[src/rtl/apb_bridge_arb.sv]
// Two-master AHB-Lite arbiter in front of the AHB-to-APB bridge slave port.
// Define APB_ARB_RR_EN for round-robin arbitration; the default is fixed priority with m0 first.
module apb_bridge_arb #(
  parameter int ADDR_W = 32,
  parameter int DATA_W = 32
) (
  input  logic              clk,
  input  logic              rst_n,
  input  logic              m0_hsel,
  input  logic [ADDR_W-1:0] m0_haddr,
  input  logic [1:0]        m0_htrans,
  input  logic              m0_hwrite,
  input  logic [2:0]        m0_hsize,
  input  logic [DATA_W-1:0] m0_hwdata,
  output logic              m0_hready,
  output logic [DATA_W-1:0] m0_hrdata,
  output logic              m0_hresp,
  input  logic              m1_hsel,
  input  logic [ADDR_W-1:0] m1_haddr,
  input  logic [1:0]        m1_htrans,
  input  logic              m1_hwrite,
  input  logic [2:0]        m1_hsize,
  input  logic [DATA_W-1:0] m1_hwdata,
  output logic              m1_hready,
  output logic [DATA_W-1:0] m1_hrdata,
  output logic              m1_hresp,
  output logic              s_hsel,
  output logic [ADDR_W-1:0] s_haddr,
  output logic [1:0]        s_htrans,
  output logic              s_hwrite,
  output logic [2:0]        s_hsize,
  output logic [2:0]        s_hburst,
  output logic [3:0]        s_hprot,
  output logic [DATA_W-1:0] s_hwdata,
  output logic              s_hready_in,
  input  logic [DATA_W-1:0] s_hrdata,
  input  logic              s_hready_out,
  input  logic              s_hresp
);

  typedef enum logic [1:0] {HT_IDLE = 2'b00, HT_BUSY = 2'b01, HT_NONSEQ = 2'b10, HT_SEQ = 2'b11} htrans_e;

  typedef struct packed {
    logic [ADDR_W-1:0] addr;
    logic              write;
    logic [2:0]        size;
  } ctrl_t;

  logic [1:0] pend;
  logic [1:0] live;
  logic [1:0] req;
  logic [1:0] win;
  logic       dp_valid;
  logic       dp_owner;
  logic       last_grant;
  logic       grant_any;
  logic       grant1;
  ctrl_t      live_ctrl [2];
  ctrl_t      hold      [2];
  ctrl_t      cand      [2];
  ctrl_t      win_ctrl;

  // A data-phase owner sees the bridge ready; a master with a captured request waits.
  assign m0_hready = (dp_valid && !dp_owner) ? s_hready_out : !pend[0];
  assign m1_hready = (dp_valid &&  dp_owner) ? s_hready_out : !pend[1];

  assign live[0] = m0_hsel & m0_htrans[1] & m0_hready;
  assign live[1] = m1_hsel & m1_htrans[1] & m1_hready;
  assign req     = pend | live;

  assign live_ctrl[0] = '{addr: m0_haddr, write: m0_hwrite, size: m0_hsize};
  assign live_ctrl[1] = '{addr: m1_haddr, write: m1_hwrite, size: m1_hsize};
  assign cand[0]      = pend[0] ? hold[0] : live_ctrl[0];
  assign cand[1]      = pend[1] ? hold[1] : live_ctrl[1];

  // Gating with rst_n keeps the bridge idle while reset is held, whatever the masters drive.
  assign grant_any = s_hready_out & rst_n & (|req);
`ifdef APB_ARB_RR_EN
  assign grant1 = req[1] & (!req[0] | !last_grant);
`else
  assign grant1 = req[1] & !req[0];
  logic unused_last_grant;
  assign unused_last_grant = last_grant;
`endif
  assign win      = grant_any ? {grant1, !grant1} : 2'b00;
  assign win_ctrl = grant1 ? cand[1] : cand[0];

  // NOTE: every output below has an explicit value on the no-grant path, so no latch can form.
  always_comb begin
    s_hsel   = 1'b0;
    s_htrans = HT_IDLE;
    s_haddr  = '0;
    s_hwrite = 1'b0;
    s_hsize  = 3'b000;
    if (grant_any) begin
      s_hsel   = 1'b1;
      s_htrans = HT_NONSEQ;
      s_haddr  = win_ctrl.addr;
      s_hwrite = win_ctrl.write;
      s_hsize  = win_ctrl.size;
    end
  end

  assign s_hburst    = 3'b000;
  assign s_hprot     = 4'b0011;
  assign s_hready_in = s_hready_out;
  assign s_hwdata    = !dp_valid ? '0 : (dp_owner ? m1_hwdata : m0_hwdata);
  assign m0_hrdata   = s_hrdata;
  assign m1_hrdata   = s_hrdata;
  assign m0_hresp    = dp_valid & !dp_owner & s_hresp;
  assign m1_hresp    = dp_valid &  dp_owner & s_hresp;

  // NOTE: sequential state uses non-blocking assignments so all flops update from the same pre-edge values.
  always_ff @(posedge clk or negedge rst_n) begin
    if (!rst_n) begin
      pend       <= 2'b00;
      dp_valid   <= 1'b0;
      dp_owner   <= 1'b0;
      last_grant <= 1'b1;
    end else begin
      if (s_hready_out) begin
        dp_valid <= grant_any;
        if (grant_any) begin
          dp_owner   <= grant1;
          last_grant <= grant1;
        end
      end
      for (int i = 0; i < 2; i++) begin
        if (win[i])       pend[i] <= 1'b0;
        else if (live[i]) pend[i] <= 1'b1;
      end
    end
  end

  // NOTE: holding registers carry no reset; their contents are only used while pend is set.
  always_ff @(posedge clk) begin
    for (int i = 0; i < 2; i++) begin
      if (!win[i] && live[i]) hold[i] <= live_ctrl[i];
    end
  end

  logic unused_htrans;
  assign unused_htrans = m0_htrans[0] ^ m1_htrans[0];

endmodule

[config.mk]
export PLATFORM = sky130hd
export DESIGN_NAME = apb_bridge_arb
export DESIGN_NICKNAME = d
export VERILOG_FILES = /design/src/rtl/apb_bridge_arb.sv
export SDC_FILE = /design/constraint.sdc
export NUM_CORES = 1
export LEC_CHECK = 0
export ABC_AREA = 1
export CORE_MARGIN = 2
export CORE_UTILIZATION = 35
export DETAILED_ROUTE_END_ITERATION = 8
export GPL_TIMING_DRIVEN = 1
export PLACE_DENSITY = 0.78
export REMOVE_ABC_BUFFERS = 1
export SETUP_SLACK_MARGIN = 0.4
export SYNTH_ARGS = -nofsm -noshare
export SYNTH_HDL_FRONTEND = slang
export SYNTH_SLANG_ARGS = --single-unit
[constraint.sdc]
create_clock -name clk -period 7.1 [get_ports clk]
set_clock_uncertainty 0.15 [all_clocks]
set_input_delay 1.42 -clock clk [delete_from_list [all_inputs] [get_ports clk]]
set_output_delay 1.42 -clock clk [all_outputs]
set_load 0.01 [all_outputs]
After elaboration in Yosys (flattened, before gate mapping)
Memories as Yosys holds them, arrays and structs flattened.
Index checks and enable logic that the tools add are counted.
{ "totals": {"romBits": 0, "output_inout_bits": 147, "ramBits": 72, "latch_bits": 0, "inputBits": 178, "ff_bits": 4, "mem_count": 1, "word_cells": 53} }
{ "classes": {"n_reduce_logical": 15, "div_mod_pow": 0, "shifts": 0, "n_mux": 21, "n_lt_le_gt_ge": 0, "n_mul": 0, "add_sub_neg": 0, "n_eq_ne": 0, "bitwise": 12} }
{ "memory_table": {"columns": ["name", "depth", "width", "read_ports", "rd_ports_with_merged_regs", "write_ports", "line_no", "text"], "rows": [
  ["hold", 2, 36, 2, 0, 2, "59", "ctrl_t hold [2];"]
]} }
{ "op_table": {"columns": ["operator", "n"], "rows": [
  ["$mux W36", 3],
  ["$mux W32", 3],
  ["$mux W1", 12],
  ["$and A1 B1 Y1", 11],
  ["$logic_not A1 Y1", 7],
  ["$logic_and A1 B1 Y1", 4],
  ["$mux W2", 2],
  ["$reduce_bool A2 Y1", 2],
  ["$mux W3", 1],
  ["$or A2 B2 Y2", 1],
  ["$reduce_and A2 Y1", 1],
  ["$reduce_or A2 Y1", 1]
]} }

Longest topological paths before layout
Gate-level depths: netlist (run 1).
{ "logic_depth": {"depth_word": 13, "depth_mapped": 11, "ltp_nobuf": 9} }

Least setup slack after synthesis (run 1)
Ideal clock, no wire load.
{ "synth_path": {"path_kind": "input port to flip-flop", "startpoint": "input port s_hready_out", "endpoint": "memory hold[0][0] in the netlist's numbering (enable)", "slack_ps": 2999, "required_ps": 6521, "setup_time_ps": 429, "t_arrival_ps": 3522, "stages": 6, "path_buffers": 2, "cell_sequence": "inv_1 -> nand3_1 -> nand3_2 -> buf_2 -> buf_2 -> nor2_1"} }
{ "synth_lines": {"columns": ["element", "line_no", "text"], "rows": [
  ["from (decl)", "37", "input logic s_hready_out,"],
  ["to (decl)", "59", null]
]} }

Worst setup path after layout (run 1)
{ "layout_path": {"startpoint": "input port s_hready_out", "endpoint": "output port s_haddr[1]"} }
{ "layout_between": {"elab_chain_cells": 7, "elab_cells_between_ends": 12, "cone_classes": "4 x mux; 6 x bitwise; 2 x reduce/logical"} }
{ "layout_lines": {"columns": ["element", "line_no", "text"], "rows": [
  ["$mux W1", "64", "assign m0_hready = (dp_valid && !dp_owner) ? s_hready_out : !pend[0];"],
  ["$and A1 B1 Y1", "67", "assign live[0] = m0_hsel & m0_htrans[1] & m0_hready;"],
  ["$or A2 B2 Y2", "69", "assign req = pend | live;"],
  ["$logic_not A1 Y1", "81", "assign grant1 = req[1] & !req[0];"],
  ["$and A1 B1 Y1", "81", null],
  ["$mux W36", "86", "assign win_ctrl = grant1 ? cand[1] : cand[0];"],
  ["$mux W32 (*)", "95", "if (grant_any) begin"],
  ["to (decl)", "28", "output logic [ADDR_W-1:0] s_haddr,"]
]} }
Every way passes the cells marked *; elsewhere a longest branch is shown, timed or not.

==> results of run 1 <==
cells in the mapped netlist, drive strengths merged:
master / n
o211ai: 1
a21oi: 34
buf: 102
a21boi: 36
nand2: 261
clkbuf: 16
dfrtp: 4
conb: 2
nor2: 76
nand3: 5
edfxtp: 72
inv: 14
nand4: 36
sequential cells by signal, summed over array words and instances (netlist names):
| name | count |
|---|---|
| dp_owner | 1 |
| pend | 2 |
| hold | 72 |
| dp_valid | 1 |
per-stage QoR:
stage | instances | instance area (sq um) | setup WS [ns]
floorplan | 547 | 4350 | 2.34
global placement | 952 | 6800 | 1.56
detailed placement | 952 | 6800 | 1.55
CTS | 968 | 7090 | 1.53
global route | 968 | 7090 | 1.27
finish | 968 | 7090 | 1.55
tightest hold or removal path: stages, from the launching register on:
cell and delay, ns:
dfrtp_1 0.41, nand3_1 0.13, nand3_2 0.10, nand2_2 0.06, inv_2 0.07, a21oi_1 0.04
worst paths after layout:
path / endpoint / slack [ns] / cells past startpoint / startpoint
worst max-delay path: s_haddr[1] / 1.55 / 10 / s_hready_out
worst min-delay path: pend[1] / 0.70 / 5 / dp_valid
worst max register to register: hold[0][42] / 3.24 / 9 / dp_owner
worst min register to register: pend[1] / 0.70 / 5 / dp_valid
max in group asynchronous: pend[1] / 5.42 / 1 / rst_n
min in group asynchronous: dp_valid / 1.16 / 1 / rst_n
routing by layer:
metal  vias to the layer above  GRT usage (%)  part of all wire, %
li1                       2308              -                    -
met1                      2180           28.9                   42
met2                       301           33.8                   43
met3                        16           12.8                   13
met4                         4           4.12                 0.98
met5                         -           8.17                 0.88
cells by family after synthesis:
| kind of cell | after synthesis | synth area share [%] |
|---|---|---|
| AND/OR/NAND/NOR | 378 | 30.5 |
| buffers and inverters | 132 | 16.4 |
| flip-flops | 76 | 44.2 |
| AO/OA/AOI/OAI | 71 | 8.76 |
| other | 2 | 0.147 |
final cells by class:
class                      count  area [sq um]  area share [%]
sequential                    76          2260            32.0
timing repair buffer         221          2200            31.1
multi-input combinational    457          2050            28.9
tap                          184           230            3.25
clock buffer                   9           225            3.18
clock inverter                 7          57.6           0.812
inverter                      14          55.1           0.777
where the power goes:
group / internal (mW) / switching, mW
combinational: 0.465 / 0.581
clock: 0.267 / 0.179
sequential: 0.549 / 0.0982
==> results.yml, run 1 <==
clock_network:
  ctsResizeCount: 0
  hold_buffers: 0
  cts_sinks: 76
  tritoncts: "yes"
  postCtsSetupRepairBufs: 0
  cts_buffers: 9
  path_clk_slew_ns: 0.06
  clkLatencyLatePin_ns: 0.33
  clock_path_buffers: 2
  cts-root-buf: "clkbuf_16"
  cts-htree-levels: 3
detailed_routing:
  num_vias: 4809
  drt-total-wl_mm: 18.3
  postRouteAntennaNets: 0
  drt-pass1-iter-count: 4
  vias_per_cell: 4.97
  drtIter0Drc: 215
  drcViolationCount: 0
  wl_per_cell_um: 19.0
grt:
  grt_pass1_vias: 4620
  grt-ovfl-total: 0
  grt_max_degree: 71
  antenna_found_initial: 0
  grt_pass1_wl_mm: 27.6
  track_usage_pct: 22.8
floorplanning:
  initial_core_util_pct: 35.5
  die_h_um: 125
  dieWidth_um: 125
  ioPinCount: 325
  dieArea_sq_um: 15600
  rows: 44
  core_sq_um: 14400
worst_setup_path:
  worstPathMaxFanout: 38
  critPathMaxStageDelay_ns: 0.73
  path_buf_inv: 4
  crit_slowest_cell: "nor2_4"
  critPathRequiredTime_ns: 5.53
  endpoint_kind: "output port"
  cp_cell_sequence: "clkdlybuf4s50_1 > inv_1 > nand3_1 > nand3_2 > nand2_2 > inv_2 > nor2_4 > nor2_1 > nor2_1 > clkdlybuf4s50_1"
  worstSetupStartpointType: "input pin"
  path_class: "in2out"
  crit_arrival_ns: 3.98
  path_delay_family: "simple AND/OR/NAND/NOR gates"
synth:
  netlist_area_sq_um: 5110
  ys_types: 23
  yosys-top-cells-area: "edfxtp_1 (42%), nand2_1 (19%), buf_4 (11%)"
  synth_warnings: 0
  synth_cells: 659
  synth_top_area_share_pct: 42.3
  avgSynthCellArea_sq_um: 7.76
  yosysTopAreaCell: "edfxtp_1"
  ys_ff_latch: 76
  ys_seq_area_share_pct: 44.2
placement:
  gp_congestion: 0.788
  dpl.hpwl_mm: 12.7
  portBuffers: 218
power_and_ir_drop:
  peakVddDrop_v: 0.000129
  power_density_nw_per_um2: 302
  p_total_mw: 2.14
  power_leakage_nw: 2.83
timing:
  slew_viol_final: 0
  setup_violations: 0
  hold_violations: 0
  whs_ns: 0.700
  worst_pin_slew_ns: 1.18
  rsz0062_at_grt: "no"
  slew_headroom_pct: 21.3
  fmax_ghz: 0.180
  tns_ns: 0
  period_share_pct: 78.1
  finalWorstPathRequiredPeriod_ns: 5.55
layout:
  drive_above_1_share_pct: 3.95
  n_fill_cell: 1382
  final_core_util_pct: 49.1
  layout_common_cells: "nand2_1 (256), clkdlybuf4s50_1 (218), nor2_1 (74), edfxtp_1 (72)"
  final_common_cell: "nand2_1"
  diodes: 0
  area_delta_synth_final_pct: 38.6
  fin_nets: 957
outcome:
  status: "complete, no violations"
flow_run:
  maxCapViolations: 0
min_path:
  min_path_type: "reg2reg"
Note: power is estimated with default switching activity, not from simulation.
==> run 2, diff against run 1 <==
Clock period 7.1 ns to 5.6 ns, I/O delays scaled along.
==> run 2 against run 1 <==
Final cell count grew 0.21%. First-iteration DRC count grew 12%. Wire length shrank 1.1%. Register-to-register slack lost 0.87 ns. Clock power grew 58%. Critical path depth grew 1. Final area grew 1.4%. Sequential power grew 22%. Core utilization grew 0.70 points. Total power grew 34%. Critical endpoint is now s_haddr[18]. Highest routed layer unchanged. Die area is the same. Sequential share of layout area shrank 0.45 points.
==> results.yml, run 2 (same netlist as run 1, synthesis figures left out) <==
outcome:
  status: "complete, no violations"
clock_network:
  path_clk_slew_ns: 0.06
  cts_sinks: 76
  cts-htree-levels: 3
  tritoncts: "yes"
  postCtsSetupRepairBufs: 0
  cts-root-buf: "clkbuf_16"
  clock_path_buffers: 2
  cts_buffers: 9
  ctsResizeCount: 0
  hold_buffers: 0
  clkLatencyLatePin_ns: 0.33
worst_setup_path:
  crit_arrival_ns: 3.65
  worstPathMaxFanout: 38
  critPathRequiredTime_ns: 4.33
  r2r_end: "hold[0][51]"
  critPathMaxStageDelay_ns: 0.56
  worstSetupStartpointType: "input pin"
  cp_cell_sequence: "clkdlybuf4s50_1 > inv_1 > nand3_1 > nand3_2 > nand2_2 > buf_4 > nand2_4 > nand2_8 > nand2_1 > nor2_1 > clkdlybuf4s50_1"
  crit_top_cell: "clkdlybuf4s50_1"
  path_class: "in2out"
  crit_slowest_cell: "clkdlybuf4s50_1"
  rrSetupSlack_ns: 2.37
  path_delay_family: "buffers and inverters"
  r2r-start: "pend[1]"
  reg2regPathDepth: 8
  path_buf_inv: 4
  endpoint_kind: "output port"
layout:
  n_fill_cell: 1359
  area_delta_synth_final_pct: 40.5
  top_regs: "hold: 72 flops, pend: 2 flops"
  fin_cells: 970
  register_area_sq_um: 2260
  final_common_cell: "nand2_1"
  top_register: "hold"
  drive_above_1_share_pct: 4.33
  largest_reg_flops: 72
  diodes: 0
  layout_common_cells: "nand2_1 (256), clkdlybuf4s50_1 (218), nor2_1 (74), edfxtp_1 (72)"
  fin_nets: 959
  multi_input_comb_area_sq_um: 2050
detailed_routing:
  vias_per_cell: 4.93
  drtIter0Drc: 241
  wl_per_cell_um: 18.7
  drt-pass1-iter-count: 5
  num_vias: 4783
  drt-total-wl_mm: 18.2
  drcViolationCount: 0
  postRouteAntennaNets: 0
power_and_ir_drop:
  peakVddDrop_v: 0.000222
  power_leakage_nw: 2.88
  p_total_mw: 2.87
  power_density_nw_per_um2: 399
placement:
  place_ws_ns: 0.693
  gp_congestion: 0.819
  dpl.hpwl_mm: 12.7
  portBuffers: 218
  dp.cells: 954
min_path:
  whs_path_depth: 2
  min_from: "dp_owner"
  min_path_type: "reg2reg"
  hold_end: "dp_owner"
timing:
  rsz0062_at_grt: "no"
  worst_pin_slew_ns: 1.11
  slew_headroom_pct: 25.7
  tns_ns: 0
  period_share_pct: 87.8
  hold_violations: 0
  setup_violations: 0
  whs_ns: 0.533
  fmax_ghz: 0.203
  timing.final.ws_setup_ns: 0.682
  finalWorstPathRequiredPeriod_ns: 4.92
  slew_viol_final: 0
grt:
  antenna_found_initial: 0
  grt_pass1_vias: 4602
  grt_max_degree: 74
  grt-ovfl-total: 0
  track_usage_pct: 22.5
  grt_pass1_wl_mm: 27.1
floorplanning:
  rows: 44
  ioPinCount: 325
  initial_core_util_pct: 35.5
  dieWidth_um: 125
  core_sq_um: 14400
  die_h_um: 125
  dieArea_sq_um: 15600
flow_run:
  maxCapViolations: 0
==> run 2: cell types whose count changed in the layout (fill, tap and decap cells not counted), sizes merged <==
cell / before / now
buf: 3 / 5
clkinv: 5 / 1
clkinvlp: 1 / 0
clkbuf: 9 / 11
bufinv: 1 / 4
==> run 2: worst max-delay path by stage <==
stage                              to  cells after the start  slack, ns    startpoint
after global placement    s_haddr[18]                     11       0.71  s_hready_out
after global routing      s_haddr[11]                     11       0.53  s_hready_out
final                     s_haddr[18]                     11       0.68  s_hready_out
after floorplan            s_haddr[0]                      8       1.41      dp_owner
after CTS                 s_haddr[24]                     11       0.69  s_hready_out
after detailed placement  s_haddr[24]                     11       0.69  s_hready_out
==> run 2: layout make-up <==
type,count,share of cell area (%)
clock buffer,11,3.24
clock inverter,5,1.72
inverter,14,0.766
multi-input combinational,457,28.5
sequential,76,31.5
tap,184,3.20
timing repair buffer,223,31.1
==> run 2: routing by layer <==
| layer | global-route usage (%) | vias up | wire, um |
|---|---|---|---|
| li1 | - | 2317 | - |
| met1 | 28.0 | 2145 | 7670 |
| met2 | 33.7 | 300 | 7800 |
| met3 | 12.7 | 17 | 2420 |
| met4 | 4.12 | 4 | 111 |
| met5 | 7.84 | - | 156 |
==> run 2: worst min-delay path, stage by stage, from the launching register on <==
cell and delay, ns:
dfrtp_1 0.48, nand3_1 0.13, nand2_1 0.04
==> run 2: power breakdown <==
group          internal [mW]  leakage (nW)  switching [mW]  total, mW
clock network          0.480         0.171           0.227      0.706
logic                  0.601          2.00           0.773       1.37
registers              0.697         0.707          0.0923      0.789
==> run 2: through the flow <==
step / util [%] / instance area, sq um
6_report: 49.8 / 7190
5_1_grt: 49.8 / 7190
3_5_place_dp: 47.4 / 6830
2_1_floorplan: - / 4350
4_1_cts: 49.8 / 7190
3_3_place_gp: 47.4 / 6830
==> run 3, diff against run 2 <==
Settings changed: CORE_AREA set to 2 2 125 127, CORE_MARGIN 2 to not set, CORE_UTILIZATION 35 to not set, DIE_AREA set to 0 0 127 129, PLACE_DENSITY 0.78 to not set, PLACE_DENSITY_LB_ADDON set to 0.3.
==> run 3 against run 2 <==
Register-to-register slack lost 0.51 ns. Critical path depth is the same. Sequential share of layout area barely moved. Clock-buffer cell count down 2. Sequential power is 7.4% lower. Total power down 2.2%. Final cell count up 0.72%. First-iteration DRC count decreased by 14%. Sequential cell count unchanged.
==> results.yml, run 3 (same netlist as run 1, synthesis figures left out) <==
layout:
  n_fill_cell: 1466
  top_register: "hold"
  diodes: 0
  largest_reg_flops: 72
  final_core_util_pct: 47.9
  final_common_cell: "nand2_1"
  layout_common_cells: "nand2_1 (256), clkdlybuf4s50_1 (218), nor2_1 (74), edfxtp_1 (72)"
  area_delta_synth_final_pct: 40.4
  fin_nets: 962
  top_regs: "hold: 72 flops, pend: 2 flops"
  drive_above_1_share_pct: 4.69
flow_run:
  maxCapViolations: 0
worst_setup_path:
  rrSetupSlack_ns: 1.86
  crit_arrival_ns: 3.70
  critPathMaxStageDelay_ns: 0.58
  crit_top_cell: "clkdlybuf4s50_1"
  worstSetupStartpointType: "input pin"
  worstPathMaxFanout: 38
  path_class: "in2out"
  crit_slowest_cell: "clkdlybuf4s50_1"
  cp_cell_sequence: "clkdlybuf4s50_1 > inv_1 > nand3_1 > nand3_2 > nand2_2 > buf_4 > nand2_4 > nand2_8 > nand2_1 > nor2_1 > clkdlybuf4s50_1"
  critPathRequiredTime_ns: 4.33
  endpoint_kind: "output port"
clock_network:
  path_clk_slew_ns: 0.06
  clock_path_buffers: 2
  clkLatencyLatePin_ns: 0.33
  cts-root-buf: "clkbuf_16"
  postCtsSetupRepairBufs: 0
  hold_buffers: 0
  cts-htree-levels: 3
  ctsResizeCount: 0
  cts_sinks: 76
  tritoncts: "yes"
  cts_buffers: 9
floorplanning:
  rows: 45
  core_sq_um: 15000
  dieArea_sq_um: 16400
  ioPinCount: 325
  initial_core_util_pct: 34.2
  dieWidth_um: 127
  die_h_um: 129
timing:
  worst_pin_slew_ns: 1.13
  period_share_pct: 88.7
  slew_headroom_pct: 24.5
  fmax_ghz: 0.201
  setup_violations: 0
  finalWorstPathRequiredPeriod_ns: 4.97
  slew_viol_final: 0
  hold_violations: 0
  tns_ns: 0
  rsz0062_at_grt: "no"
power_and_ir_drop:
  peakVddDrop_v: 0.000178
  clkPwrFrac_pct: 22.7
  p_int_mw: 1.70
  power_leakage_nw: 2.87
  p_seq_share_pct: 26.1
  pwr-share-comb_pct: 51.2
  power_density_nw_per_um2: 391
  p_sw_mw: 1.11
  netSwitchingFraction_pct: 39.6
detailed_routing:
  num_vias: 4825
  vias_per_cell: 4.94
  wl_per_cell_um: 18.5
  drt-total-wl_mm: 18.1
  drcViolationCount: 0
  drt-pass1-iter-count: 7
  drtIter0Drc: 208
  postRouteAntennaNets: 0
placement:
  dpl.hpwl_mm: 12.5
  gp_congestion: 0.739
  portBuffers: 218
grt:
  grt_pass1_vias: 4660
  grt_pass1_wl_mm: 26.9
  grt-ovfl-total: 0
  track_usage_pct: 21.5
  grt_max_degree: 41
  antenna_found_initial: 0
min_path:
  min_path_type: "reg2reg"
outcome:
  status: "complete, no violations"
[run 3: path summary, 6_finish.rpt]
check	start	to	cells after the start
max	s_hready_out	s_haddr[29]	11
max reg2reg	dp_owner	hold[0][54]	11
min in group asynchronous	rst_n	dp_owner	1
min	pend[1]	pend[1]	5
max in group asynchronous	rst_n	pend[0]	1
min reg2reg	pend[1]	pend[1]	5
[run 3: layout make-up]
cell class              instances  area, sq um  share of cell area [%]
flip-flops and latches         76         2260                    31.5
multi-input cells             457         2050                    28.5
clock buffers                   9          225                    3.14
repair buffers                226         2250                    31.4
clock inverters                 7         97.6                    1.36
inverters                      14         55.1                   0.767
well taps                     188          235                    3.28
[run 3: worst max-delay path, delay by kind of cell]
kind	cells	cell delay, ns
buffers and inverters	4	1.61
and+or+nand+nor	7	0.95
[run 3: metal layers]
layer / GRT usage [%] / routed length [um] / vias up
met5: 7.35 / 142 / -
li1: - / - / 2328
met3: 13.9 / 2750 / 13
met4: 4.85 / 146 / 4
met1: 27.1 / 7760 / 2176
met2: 30.1 / 7260 / 304
[run 3: through the flow]
step / std cells / hold WS (ns) / power (mW) / cell area [sq um] / worst slack [ns]
CTS: 977 / 0.589 / 2.86 / 7180 / 0.624
finish: 977 / 0.587 / 2.81 / 7180 / 0.630
detailed placement: 961 / 0.577 / 2.20 / 6860 / 0.639
global placement: 961 / 0.560 / 2.21 / 6860 / 0.647
floorplan: 547 / 0.674 / 1.49 / 4350 / 1.41
global route: 977 / 0.626 / 3.02 / 7180 / 0.437
[run 3: power by group through the flow]
stage / combinational, mW / sequential, mW / clock, mW
6_report: 1.44 / 0.731 / 0.639
5_1_grt: 1.60 / 0.739 / 0.677
4_1_cts: 1.47 / 0.733 / 0.656
3_5_place_dp: 1.46 / 0.745 / 0
3_3_place_gp: 1.46 / 0.743 / 0
2_1_floorplan: 0.704 / 0.785 / 0
